--- src/rtl/ysyx_23060332_pkg.sv ---
// Shared definitions for the ysyx_23060332 write-back unit.
//   wbu_state_e      : write-back FSM states (IDLE, REQ, WAIT, WRITE)
//   F3_*             : RV32 load funct3 codes (LB, LH, LW, LBU, LHU)
//   load_misaligned  : alignment/legality check for a load funct3 and addr[1:0]
package ysyx_23060332_pkg;

  typedef enum logic [1:0] {
    WBU_IDLE  = 2'd0,
    WBU_REQ   = 2'd1,
    WBU_WAIT  = 2'd2,
    WBU_WRITE = 2'd3
  } wbu_state_e;

  localparam logic [2:0] F3_LB  = 3'b000;
  localparam logic [2:0] F3_LH  = 3'b001;
  localparam logic [2:0] F3_LW  = 3'b010;
  localparam logic [2:0] F3_LBU = 3'b100;
  localparam logic [2:0] F3_LHU = 3'b101;

  // Reserved load codes (3, 6, 7) are reported as misaligned so that no
  // memory request is ever issued for them.
  function automatic logic load_misaligned(input logic [2:0] funct3,
                                           input logic [1:0] addr_lo);
    logic bad;
    case (funct3)
      F3_LB, F3_LBU: bad = 1'b0;
      F3_LH, F3_LHU: bad = addr_lo[0];
      F3_LW:         bad = (addr_lo != 2'b00);
      default:       bad = 1'b1;
    endcase
    return bad;
  endfunction

endpackage

--- src/rtl/ysyx_23060332_ldext.sv ---
// Combinational load data extraction: selects the byte or halfword addressed
// by addr[1:0] out of a read word and sign- or zero-extends it.
// Ports:
//   rdata_i   : word returned by memory
//   funct3_i  : load size/sign code
//   addr_lo_i : low two bits of the original effective address
//   data_o    : extended value for the register file
module ysyx_23060332_ldext
  import ysyx_23060332_pkg::*;
#(
  parameter int DATA_W = 32
) (
  input  logic [DATA_W-1:0] rdata_i,
  input  logic [2:0]        funct3_i,
  input  logic [1:0]        addr_lo_i,
  output logic [DATA_W-1:0] data_o
);

  logic [7:0]  byte_sel;
  logic [15:0] half_sel;

  always_comb begin
    case (addr_lo_i)
      2'd0:    byte_sel = rdata_i[7:0];
      2'd1:    byte_sel = rdata_i[15:8];
      2'd2:    byte_sel = rdata_i[23:16];
      default: byte_sel = rdata_i[31:24];
    endcase
    half_sel = addr_lo_i[1] ? rdata_i[31:16] : rdata_i[15:0];
  end

  always_comb begin
    data_o = rdata_i;
    case (funct3_i)
      F3_LB:   data_o = {{(DATA_W-8){byte_sel[7]}}, byte_sel};
      F3_LBU:  data_o = {{(DATA_W-8){1'b0}}, byte_sel};
      F3_LH:   data_o = {{(DATA_W-16){half_sel[15]}}, half_sel};
      F3_LHU:  data_o = {{(DATA_W-16){1'b0}}, half_sel};
      default: data_o = rdata_i;
    endcase
  end

endmodule

--- src/rtl/ysyx_23060332_wbu.sv ---
// Write-back unit: accepts execute results, writes ALU results straight to
// the register file, and performs RV32 loads through a word-aligned
// request/response memory port before writing the extracted value.
// Ports:
//   clk, rst                 : clock, asynchronous active-high reset
//   in_valid/in_ready        : upstream handshake (ready only in IDLE)
//   in_rd, in_data           : destination register, ALU result or load address
//   in_is_load, in_funct3    : load flag and load size/sign code
//   mem_req_valid/ready      : read request handshake, mem_addr word-aligned
//   mem_rsp_valid, mem_rdata : read response
//   wen, rd, wdata           : register-file write port (never writes x0)
//   misalign                 : one-cycle pulse for a rejected load
// Optional: define YSYX_23060332_WB_FWD_EN to add fwd_valid/fwd_rd/fwd_data,
// combinational mirrors of wen/rd/wdata for decode bypass.
module ysyx_23060332_wbu
  import ysyx_23060332_pkg::*;
#(
  parameter int DATA_W = 32,
  parameter int REG_AW = 5
) (
  input  logic              clk,
  input  logic              rst,
  input  logic              in_valid,
  output logic              in_ready,
  input  logic [REG_AW-1:0] in_rd,
  input  logic [DATA_W-1:0] in_data,
  input  logic              in_is_load,
  input  logic [2:0]        in_funct3,
  output logic              mem_req_valid,
  input  logic              mem_req_ready,
  output logic [DATA_W-1:0] mem_addr,
  input  logic              mem_rsp_valid,
  input  logic [DATA_W-1:0] mem_rdata,
  output logic              wen,
  output logic [REG_AW-1:0] rd,
  output logic [DATA_W-1:0] wdata,
  output logic              misalign
`ifdef YSYX_23060332_WB_FWD_EN
  ,
  output logic              fwd_valid,
  output logic [REG_AW-1:0] fwd_rd,
  output logic [DATA_W-1:0] fwd_data
`endif
);

  wbu_state_e        state_q, state_d;
  logic [REG_AW-1:0] ld_rd_q, ld_rd_d;
  logic [2:0]        ld_f3_q, ld_f3_d;
  logic [1:0]        ld_lo_q, ld_lo_d;
  logic [DATA_W-1:0] mem_addr_q, mem_addr_d;
  logic              wen_q, wen_d;
  logic [REG_AW-1:0] rd_q, rd_d;
  logic [DATA_W-1:0] wdata_q, wdata_d;
  logic              misalign_q, misalign_d;
  logic              accept;
  logic [DATA_W-1:0] ext_data;

  assign in_ready      = (state_q == WBU_IDLE);
  assign accept        = in_valid && in_ready;
  assign mem_req_valid = (state_q == WBU_REQ);
  assign mem_addr      = mem_addr_q;
  assign wen           = wen_q;
  assign rd            = rd_q;
  assign wdata         = wdata_q;
  assign misalign      = misalign_q;

`ifdef YSYX_23060332_WB_FWD_EN
  assign fwd_valid = wen_q;
  assign fwd_rd    = rd_q;
  assign fwd_data  = wdata_q;
`endif

  ysyx_23060332_ldext #(
    .DATA_W (DATA_W)
  ) u_ldext (
    .rdata_i   (mem_rdata),
    .funct3_i  (ld_f3_q),
    .addr_lo_i (ld_lo_q),
    .data_o    (ext_data)
  );

  always_comb begin
    state_d    = state_q;
    ld_rd_d    = ld_rd_q;
    ld_f3_d    = ld_f3_q;
    ld_lo_d    = ld_lo_q;
    mem_addr_d = mem_addr_q;
    wen_d      = 1'b0;
    rd_d       = rd_q;
    wdata_d    = wdata_q;
    misalign_d = 1'b0;

    case (state_q)
      WBU_IDLE: begin
        if (accept) begin
          if (!in_is_load) begin
            wen_d   = (in_rd != '0);
            rd_d    = in_rd;
            wdata_d = in_data;
          end else if (load_misaligned(in_funct3, in_data[1:0])) begin
            misalign_d = 1'b1;
          end else begin
            ld_rd_d    = in_rd;
            ld_f3_d    = in_funct3;
            ld_lo_d    = in_data[1:0];
            mem_addr_d = {in_data[DATA_W-1:2], 2'b00};
            state_d    = WBU_REQ;
          end
        end
      end
      WBU_REQ: begin
        if (mem_req_ready) state_d = WBU_WAIT;
      end
      WBU_WAIT: begin
        if (mem_rsp_valid) begin
          // Capture the extracted value now so it is presented during WRITE.
          wen_d   = (ld_rd_q != '0);
          rd_d    = ld_rd_q;
          wdata_d = ext_data;
          state_d = WBU_WRITE;
        end
      end
      WBU_WRITE: begin
        state_d = WBU_IDLE;
      end
      default: state_d = WBU_IDLE;
    endcase
  end

  always_ff @(posedge clk or posedge rst) begin
    if (rst) begin
      state_q    <= WBU_IDLE;
      ld_rd_q    <= '0;
      ld_f3_q    <= '0;
      ld_lo_q    <= '0;
      mem_addr_q <= '0;
      wen_q      <= 1'b0;
      rd_q       <= '0;
      wdata_q    <= '0;
      misalign_q <= 1'b0;
    end else begin
      state_q    <= state_d;
      ld_rd_q    <= ld_rd_d;
      ld_f3_q    <= ld_f3_d;
      ld_lo_q    <= ld_lo_d;
      mem_addr_q <= mem_addr_d;
      wen_q      <= wen_d;
      rd_q       <= rd_d;
      wdata_q    <= wdata_d;
      misalign_q <= misalign_d;
    end
  end

endmodule

--- config.mk ---
export PLATFORM = sky130hd
export DESIGN_NAME = ysyx_23060332_wbu
export DESIGN_NICKNAME = d
export VERILOG_FILES = /design/src/rtl/ysyx_23060332_pkg.sv /design/src/rtl/ysyx_23060332_ldext.sv /design/src/rtl/ysyx_23060332_wbu.sv
export SDC_FILE = /design/constraint.sdc
export NUM_CORES = 1
export LEC_CHECK = 0
export BUFFER_PORTS_ARGS = -buffer_cell sky130_fd_sc_hd__buf_2
export CAP_MARGIN = 20
export CELL_PAD_IN_SITES_DETAIL_PLACEMENT = 1
export CELL_PAD_IN_SITES_GLOBAL_PLACEMENT = 2
export CORE_MARGIN = 2
export CORE_UTILIZATION = 30
export DETAILED_ROUTE_END_ITERATION = 7
export PLACE_DENSITY = 0.88
export SETUP_SLACK_MARGIN = 0.4
export SYNTH_ARGS = -nofsm -noshare
export SYNTH_HDL_FRONTEND = slang
export SYNTH_SLANG_ARGS = --single-unit
--- constraint.sdc ---
create_clock -name clk -period 3.2 [get_ports clk]
set_input_delay 0.32 -clock clk [delete_from_list [all_inputs] [get_ports clk]]
set_output_delay 0.32 -clock clk [all_outputs]
set_load 0.01 [all_outputs]
==> qor.txt <==
First-pass GRT wire length: 21.1 mm
Mapped Cells: 416
Kind of critical path: flip-flop to flip-flop
Grt total ovfl: 0
Fin. Hold Viols: 0
Final Cycle Share: 77.9%
HPWL after DPL: 10.1 mm
RSZ-0062 raised after global routing: no
Cts hold-fix bufs: 0
Power density over the cells: 1090 nW/um^2
All-layer global routing usage: 18.2%
Top Ports: 151
Minimum clock period: 2490 ps
Die footprint: 15300 sq um
WP data required: 3400 ps
Outcome: finished, final reports clean
Layout Nets: 634
EDFF count, synth: 0
Worst R2R End: wdata[1]$_DFFE_PP0P_
Total iterations of the first detailed-routing run: 4
Max Cap Violations: 0
DR vias: 3676
Pint: 0.00339 W
I/O Buffers: 148
Flop pwr share: 32.9%
CTS tree: yes
Reported net switching power: 0.00250 W
Via density: 4.99
Fin. max-slew vios: 0
Worst setup EP type: flip-flop
Worst skew pair latency: 340 ps
Reg2reg path depth: 5
Ranking of synthesized cells by area: dfrtp_1 (47%), mux2_2 (11%), nand2_1 (5.7%), mux2i_1 (5.1%), a211oi_1 (4.5%)
Routed wire length: 13.5 mm
Static Leak: 2.54 nW
Post-Route Setup TNS: 0 ps
N_diodes: 0
Slew Limit Headroom: 29.0%
Core Region: 13900 sq um
Clock buffer depth: 2
Critical Path AT: 2690 ps
Comb power frac: 49.5%
Post-Route Skew: 5.94 ps
Synth cell types: 41
Register area share after synthesis: 47.0%
Synth area leader: dfrtp_1
Final setup fails: 0
Top-count cell post-synth: dfrtp_1
Seq cells post-synth: 81
Fraction of registers with async set/reset: 100%
R2R Setup Slk: 710 ps
CTS sink count: 81
Antenna violations before repair: 1
Max Clock Freq: 0.401 GHz
Vias in the first global route: 3942
DIE WIDTH: 124 um
Synth-to-Final Area Change: 25.9%
CTS resizes: 0
ANT nets after route: 0
DRT iter0 DRCs: 117
Site row count: 43
CP Launch Type: flip-flop
Clk pwr share: 17.6%
Ratio of cells with drive above 1 in the final layout: 40.6%
# H-tree levels: 3
DRC Markers: 0
Final Util: 39.0%
Highest net fanout along the worst path: 23
Worst hold-check path type: input pin to async pin
Ys flop type: dfrtp_1
Mean Syn Cell Area: 10.4 sq um
Most frequent cells after synthesis: dfrtp_1 (81), nand2_1 (65), mux2_2 (42)
Initial core utilization: 30.9%
Largest net degree at the start of global routing: 51
Crit Reg-Reg Startpoint: ld_f3_q[1]$_DFFE_PP0P_
Slew @ Worst Pin: 1060 ps
Share of the synthesized area in the top cell type: 47.0%
Root buf cell: clkbuf_16
Critical path origin: ld_f3_q[1]$_DFFE_PP0P_
Postcts setup bufs: 0
Die Span Y: 124 um
Synth Cell Area: 4310 sq um
Clock transition at path regs: 60 ps
VDD IR max: 0.427 mV
DR WL/cell: 18.3 um
Switching portion of total power: 42.4%
Num CTS Buffers: 9
YS warnings: 0
Gpl congestion: 0.797
==> worst max-delay path, stage by stage (launching register included) <==
cell and delay (ps):
dfrtp_1 640, buf_4 330, nor2b_1 540, mux2_2 420
o211ai_1 280, a31oi_1 130
==> how the worst max path moves through the flow <==
| stage | to | slack [ps] | cells after the start |
|---|---|---|---|
| 2_1_floorplan | ld_f3_q[0]$_DFFE_PP0P_ | 800 | 1 |
| 3_3_place_gp | wdata[1]$_DFFE_PP0P_ | 760 | 5 |
| 3_5_place_dp | mem_addr[28]$_DFFE_PP0P_ | 710 | 6 |
| 4_1_cts | mem_addr[28]$_DFFE_PP0P_ | 660 | 6 |
| 5_1_grt | mem_addr[19]$_DFFE_PP0P_ | 510 | 6 |
| 6_report | wdata[1]$_DFFE_PP0P_ | 710 | 5 |
==> cells in the final DEF (no fill, tap or decap), types with 2 or more instances in the layout <==
cell type / instances
o21ai_1: 26
ha_1: 3
mux2i_1: 22
nand2_1: 65
nor2b_1: 16
buf_2: 148
conb_1: 2
clkinv_2: 3
or4_1: 2
nor2_1: 12
mux2_1: 5
mux2_2: 42
a21oi_1: 11
o21ai_0: 29
o211ai_1: 8
nand2b_2: 2
inv_1: 7
a211oi_1: 26
nor3b_1: 3
a31oi_1: 2
clkbuf_16: 9
buf_4: 9
dfrtp_1: 81
==> per-layer routing <==
layer / vias to the layer above / wire, um / global-route usage, %
met1: 1827 / 5780 / 22.7
li1: 1733 / - / -
met4: 2 / 74 / 2.98
met5: - / 13 / 0
met2: 105 / 6810 / 32.1
met3: 9 / 829 / 4.95
==> cell type report <==
cell class,count,area (sq um)
repair buffers,157,808
fillers,1629,8500
inverters,9,35.0
well taps,180,225
multi-input cells,294,2040
flip-flops and latches,81,2030
clock inverters,5,56.3
clock buffers,10,239
==> flip-flops by register name, summed over array words and instances (netlist names) <==
| register | cells |
|---|---|
| wdata | 32 |
| mem_addr | 30 |
| ld_rd_q | 5 |
| rd | 5 |
| ld_f3_q | 3 |
| ld_lo_q | 2 |
| state_q | 2 |
| misalign | 1 |
| wen | 1 |
==> through the flow <==
step	area (sq um)	hold WS (ps)	total power, W	instances	worst slack, ps
2_1_floorplan	4320	452	0.00392	417	800
3_3_place_gp	5130	463	0.00478	721	764
3_5_place_dp	5130	474	0.00492	721	706
4_1_cts	5430	126	0.00598	736	659
5_1_grt	5430	169	0.00639	736	506
6_report	5430	105	0.00589	736	706
==> power groups by stage <==
| stage | clock network [W] | logic [W] | registers (W) |
|---|---|---|---|
| finish | 0.00104 | 0.00292 | 0.00194 |
| floorplan | 0 | 0.00190 | 0.00202 |
| CTS | 0.00106 | 0.00298 | 0.00194 |
| detailed placement | 0 | 0.00296 | 0.00196 |
| global placement | 0 | 0.00286 | 0.00193 |
| global route | 0.00111 | 0.00326 | 0.00201 |
==> cell families (layout without fill, tap and decap cells) <==
kind of cell	after synthesis	after routing	share of synthesized area, %
multiplexers	70	70	17.9
flip-flops	81	81	47.0
buffers and inverters	42	181	5.89
other	1	2	0.0870
AND/OR/NAND/NOR	108	108	11.9
AO/OA/AOI/OAI	110	110	16.1
adder cells (fa/ha/maj)	4	4	1.16
(Power assumes the default switching activity.)
